`src/rtl/pipeline_hazard_sequencer.sv`:
```
// rtl/pipeline_hazard_sequencer.sv - stall/flush sequencer for the 5-stage pipeline (optional perf counters: HAZARD_PERF_CNT_EN)
module pipeline_hazard_sequencer #(
  parameter int unsigned TIMEOUT_CYCLES = 255,
  parameter int unsigned CNT_W          = 32
) (
  input  logic             clk,
  input  logic             reset,
  input  logic             load_use_hazard,
  input  logic             branch_taken,
  input  logic             imem_busywait,
  input  logic             dmem_busywait,
  output logic             pc_enable,
  output logic             if_id_enable,
  output logic             id_ex_enable,
  output logic             ex_mem_enable,
  output logic             mem_wb_enable,
  output logic             if_id_flush,
  output logic             id_ex_flush,
  output logic [2:0]       seq_state,
  output logic             timeout_err
`ifdef HAZARD_PERF_CNT_EN
  ,
  output logic [CNT_W-1:0] stall_cycles,
  output logic [CNT_W-1:0] flush_events,
  output logic [CNT_W-1:0] load_use_count
`endif
);

  typedef enum logic [2:0] {
    RUN       = 3'd0,
    IMEM_WAIT = 3'd1,
    MEM_STALL = 3'd2,
    REDIRECT  = 3'd3,
    FAULT     = 3'd4
  } state_t;

  localparam logic [16:0] TIMEOUT_L = 17'(TIMEOUT_CYCLES);

  if (TIMEOUT_CYCLES < 1 || TIMEOUT_CYCLES > 65535 || CNT_W < 1) begin : g_param_check
    $error("pipeline_hazard_sequencer: parameter out of range");
  end

  state_t      state_q, state_d;
  logic [15:0] wd_q;
  logic [16:0] wd_inc;
  logic        timeout_q;
  logic        busy;
  logic        timeout_hit;

  assign busy        = imem_busywait | dmem_busywait;
  assign wd_inc      = {1'b0, wd_q} + 17'd1;
  // Watchdog fires on the busy cycle that brings the count up to the limit.
  assign timeout_hit = busy && (state_q != FAULT) && (wd_inc == TIMEOUT_L);
  assign seq_state   = state_q;
  assign timeout_err = timeout_q;

  // Decode stage enables/flushes from current state and live hazard inputs.
  always_comb begin
    pc_enable     = 1'b1;
    if_id_enable  = 1'b1;
    id_ex_enable  = 1'b1;
    ex_mem_enable = 1'b1;
    mem_wb_enable = 1'b1;
    if_id_flush   = 1'b0;
    id_ex_flush   = 1'b0;
    state_d       = state_q;
    case (state_q)
      RUN, IMEM_WAIT, MEM_STALL: begin
        if (dmem_busywait) begin
          // Freeze everything; EX/ID contents (incl. branch/load-use) stay valid.
          {pc_enable, if_id_enable, id_ex_enable, ex_mem_enable, mem_wb_enable} = 5'b00000;
          state_d = MEM_STALL;
        end else if (branch_taken) begin
          if_id_flush = 1'b1;
          id_ex_flush = 1'b1;
          state_d     = imem_busywait ? REDIRECT : RUN;
        end else if (load_use_hazard) begin
          pc_enable    = 1'b0;
          if_id_enable = 1'b0;
          id_ex_flush  = 1'b1;
          state_d      = RUN;
        end else if (imem_busywait) begin
          pc_enable    = 1'b0;
          if_id_enable = 1'b0;
          id_ex_flush  = 1'b1;
          state_d      = IMEM_WAIT;
        end else begin
          state_d = RUN;
        end
      end
      REDIRECT: begin
        if (dmem_busywait) begin
          {pc_enable, if_id_enable, id_ex_enable, ex_mem_enable, mem_wb_enable} = 5'b00000;
        end else if (imem_busywait) begin
          pc_enable    = 1'b0;
          if_id_enable = 1'b0;
          id_ex_flush  = 1'b1;
        end else begin
          // Stale fetch has landed: drop it; the target is fetched next cycle.
          pc_enable    = 1'b0;
          if_id_enable = 1'b0;
          if_id_flush  = 1'b1;
          id_ex_flush  = 1'b1;
          state_d      = RUN;
        end
      end
      FAULT: begin
        {pc_enable, if_id_enable, id_ex_enable, ex_mem_enable, mem_wb_enable} = 5'b00000;
      end
      default: state_d = RUN;
    endcase
    if (timeout_hit) state_d = FAULT;
    if (reset) begin
      {pc_enable, if_id_enable, id_ex_enable, ex_mem_enable, mem_wb_enable} = 5'b00000;
      if_id_flush = 1'b1;
      id_ex_flush = 1'b1;
    end
  end

  // State register, watchdog counter and sticky fault flag.
  always_ff @(posedge clk) begin
    if (reset) begin
      state_q   <= RUN;
      wd_q      <= 16'd0;
      timeout_q <= 1'b0;
    end else begin
      state_q <= state_d;
      if (!busy) wd_q <= 16'd0;
      else if (wd_q != 16'hFFFF) wd_q <= wd_inc[15:0];
      if (timeout_hit) timeout_q <= 1'b1;
    end
  end

`ifdef HAZARD_PERF_CNT_EN
  logic lu_applied;
  assign lu_applied = !reset && !dmem_busywait && !branch_taken && load_use_hazard &&
                      (state_q == RUN || state_q == IMEM_WAIT || state_q == MEM_STALL);

  // Saturating performance counters.
  always_ff @(posedge clk) begin
    if (reset) begin
      stall_cycles   <= '0;
      flush_events   <= '0;
      load_use_count <= '0;
    end else begin
      if (!pc_enable && state_q != FAULT && stall_cycles != '1) stall_cycles <= stall_cycles + 1'b1;
      if (if_id_flush && flush_events != '1) flush_events <= flush_events + 1'b1;
      if (lu_applied && load_use_count != '1) load_use_count <= load_use_count + 1'b1;
    end
  end
`endif

endmodule

```
`config.mk`:
```
export PLATFORM = sky130hd
export DESIGN_NAME = pipeline_hazard_sequencer
export DESIGN_NICKNAME = d
export VERILOG_FILES = /design/src/rtl/pipeline_hazard_sequencer.sv
export SDC_FILE = /design/constraint.sdc
export NUM_CORES = 1
export LEC_CHECK = 0
export BUFFER_PORTS_ARGS = -buffer_cell sky130_fd_sc_hd__buf_2
export CAP_MARGIN = 20
export CORE_ASPECT_RATIO = 0.9
export CORE_MARGIN = 8
export CORE_UTILIZATION = 56
export CTS_CLUSTER_SIZE = 30
export DETAILED_ROUTE_END_ITERATION = 10
export GPL_TIMING_DRIVEN = 0
export PLACE_DENSITY = 0.78
export SLEW_MARGIN = 20
export SYNTH_ARGS = -nofsm -noshare
export SYNTH_HDL_FRONTEND = slang
export SYNTH_SLANG_ARGS = --single-unit
```
`constraint.sdc`:
```
create_clock -name clk -period 2.4 [get_ports clk]
set_input_delay 0.12 -clock clk [delete_from_list [all_inputs] [get_ports clk]]
set_output_delay 0.12 -clock clk [all_outputs]
set_load 0.05 [all_outputs]
```
==> flow_summary.yaml <==
sta:
  hold_viol: 0
  timing.final.crit_share_pct: 90.68
  tns_ns: 0
  fmax_ghz: 0.4595
  slew_headroom_pct: 59.36
  finalCriticalPeriod_ns: 2.176
  final_max_slew_viol_count: 0
  worstMarginPinSlew_ns: 0.6055
  whs_ns: 0.1700
  rsz0062_at_grt: "no"
  final-setup-viol-count: 0
  fin_skew_ns: 0.01358
  fin_ws_ns: 0.2238
critical_path:
  cp_cell_sequence: "ha_1 -> and3_1 -> buf_2 -> nand2_1 -> or3_1 -> clkbuf_1 -> buf_2 -> a21oi_1"
  worstSetupPathType: "flip-flop to flip-flop"
  cp_slowest_cell: "dfxtp_1"
  cpMostUsedCell: "buf_2"
  cp_top_family: "simple AND/OR/NAND/NOR gates"
  cp_data_required_time_ns: 2.65
  slowest_delay_ns: 0.48
  cp-end-kind: "flip-flop"
  worst-path-buf-inv: 3
  start_kind: "flip-flop"
  crit_fanout: 10
  arrival_ns: 2.43
floorplan:
  core_mm2: 0.002162
  die_w_um: 66.30
  io_pins: 17
  rows: 16
  fp.dieH_um: 61.27
  start_util_pct: 58.97
  die-area_mm2: 0.004062
cells_and_area:
  multi_input_area_um2: 800.8
  layout-drive-gt1-share_pct: 21.76
  antenna_cells: 0
  seq_area_um2: 400.4
  area_growth_pct: 12.17
  finalNonFillerCells: 197
  final_cell_mix: "20 x dfxtp_1, 19 x buf_2, 16 x a21oi_1, 12 x nor2_1, 10 x nand2_1"
  fin_area_mm2: 0.001430
  nets: 179
  fillers: 184
  mostFrequentLayoutCell: "dfxtp_1"
place:
  placed_area_mm2: 0.001394
  dp_hpwl_um: 2093
  routabilityCongestion: 0.8965
  port_buffers: 15
  place_ws_ns: 0.2810
  dp.cells: 193
yosys:
  synth_area_mm2: 0.001275
  synthCells: 151
  synth_area_leaders: "dfxtp_1 31%, a21oi_1 6.3%, xnor2_1 5.5%, nor2_1 3.5%, nand3_1 3.1%"
  ys_seq_area_share_pct: 31.40
  ys_seq_elements: 20
  async_reset_ff_share_pct: 0
  yosysTopAreaCell: "dfxtp_1"
  syn_nets: 159
  synth_edf_count: 0
  ys_dominant_reg_cell: "dfxtp_1"
  yosys.cell_types.count: 45
  synth_top_area_share_pct: 31.40
  ys_warn_count: 0
  syn_avg_cell_area_um2: 8.444
routing:
  viasPerCell: 5.751
  initialDrtViolationCount: 76
  vias: 1133
  drc_errors: 0
  drt_wl_total_um: 2746
  drt_pass1_iterations: 4
  routedWlPerCell_um: 13.94
  detail-route-antenna-nets: 0
cts:
  clkTransAtPathRegs_ns: 0.13
  cts.sinks: 20
  holdBufCountCts: 0
  cts_buffers: 3
  post_cts_resized: 0
  htree_levels: 1
  clock_latency_ns: 0.31
  root_buffer: "clkbuf_4"
  clockBufferDepth: 2
  cts_setup_buffers: 0
  cts_tree: "yes"
power_and_ir_drop:
  swShare_pct: 28.23
  seqPwrFrac_pct: 54.3
  powerDensity_mw_per_mm2: 443.3
  p_switching_w: 0.0001790
  intPower_w: 0.0004550
  vdd_drop_max_mv: 0.3431
  p_leak_nw: 0.5863
  clkPwrFrac_pct: 32.1
  comb_power_share_pct: 13.5
global_routing:
  grt_pass1_wl_um: 4547
  groute.usage.overall_pct: 14.20
  antenna_found_initial: 0
  first_global_vias: 1021
  globalRouteOverflowTotal: 0
  grt_start_max_net_pins: 12
hold_path:
  hold_path.class: "input pin to flip-flop"
status:
  outcome: "completed"
flow_run:
  max-cap-violations: 0
==> logic make-up after synthesis <==
| kind of cell | after synthesis | share of synthesized area [%] |
|---|---|---|
| and+or+nand+nor | 62 | 29.73 |
| DFF | 20 | 31.40 |
| buffers and inverters | 15 | 6.575 |
| adders and majority gates | 2 | 1.962 |
| muxes | 4 | 3.239 |
| AOI/OAI and AO/OA | 36 | 18.84 |
| xor gates and xnor gates | 12 | 8.243 |
==> worst reg2reg max path, stage by stage (launching register included) <==
cell,delay [ns]
dfxtp_1,0.48
ha_1,0.30
and3_1,0.18
buf_2,0.16
nand2_1,0.12
or3_1,0.38
clkbuf_1,0.15
buf_2,0.20
a21oi_1,0.15
==> path summary, 6_finish.rpt <==
| check | endpoint | from | depth (start not counted) | slack [ns] |
|---|---|---|---|---|
| max | wd_q[11] | wd_q[0] | 8 | 0.22 |
| min | seq_state[1] | reset | 4 | 0.17 |
| max reg2reg | wd_q[11] | wd_q[0] | 8 | 0.22 |
| min reg2reg | wd_q[12] | wd_q[12] | 2 | 0.53 |
==> synthesized netlist by cell type, types with 2 or more instances <==
| cell type | n |
|---|---|
| dfxtp_1 | 20 |
| a21oi_1 | 16 |
| nor2_1 | 12 |
| nand2_1 | 10 |
| nand3_1 | 8 |
| xnor2_1 | 8 |
| nor3_1 | 6 |
| o21ai_0 | 6 |
| buf_2 | 4 |
| buf_4 | 4 |
| nor2b_1 | 4 |
| xor2_1 | 4 |
| clkbuf_1 | 3 |
| inv_1 | 3 |
| mux2i_1 | 3 |
| a21o_1 | 2 |
| a31o_1 | 2 |
| and2_1 | 2 |
| and3_1 | 2 |
| and4_1 | 2 |
| and4b_1 | 2 |
| ha_1 | 2 |
| nand2b_1 | 2 |
| nor3b_1 | 2 |
| or3_1 | 2 |
==> metal layers <==
metal | vias to the layer above | global-route usage (%) | part of all wire (%)
met1 | 524 | 17.30 | 47
met4 | 0 | 5.471 | 1.4
met3 | 5 | 3.273 | 4.7
li1 | 581 | - | -
met2 | 23 | 23.80 | 47
met5 | - | 0 | 0
==> final cells by class <==
class	count	area share [%]
Timing Repair Buffer	15	5.249
Multi-Input combinational cell	116	55.99
Tap cell	27	2.362
Buffer	12	5.074
Sequential cell	20	28.00
Clock buffer	4	2.537
Inverter	3	0.7874
==> power by group through the flow <==
stage / clock, W / combinational (W) / sequential (W)
floorplan: 0 / 0.0000563 / 0.000357
global placement: 0 / 0.0000842 / 0.000351
detailed placement: 0 / 0.0000858 / 0.000352
CTS: 0.000204 / 0.0000861 / 0.000344
global route: 0.000216 / 0.0000924 / 0.000346
finish: 0.000204 / 0.0000858 / 0.000344
==> stage by stage <==
step                 power, W  util, %
global placement    0.0004353    64.47
detailed placement  0.0004375    64.47
floorplan           0.0004138        -
CTS                 0.0006341    66.15
global route        0.0006542    66.15
finish              0.0006339    66.15
==> registers in the layout, indices dropped and copies added (netlist names) <==
name / flops
timeout_err: 1
wd_q: 16
seq_state: 3
Power figures use the tool's default switching activity.
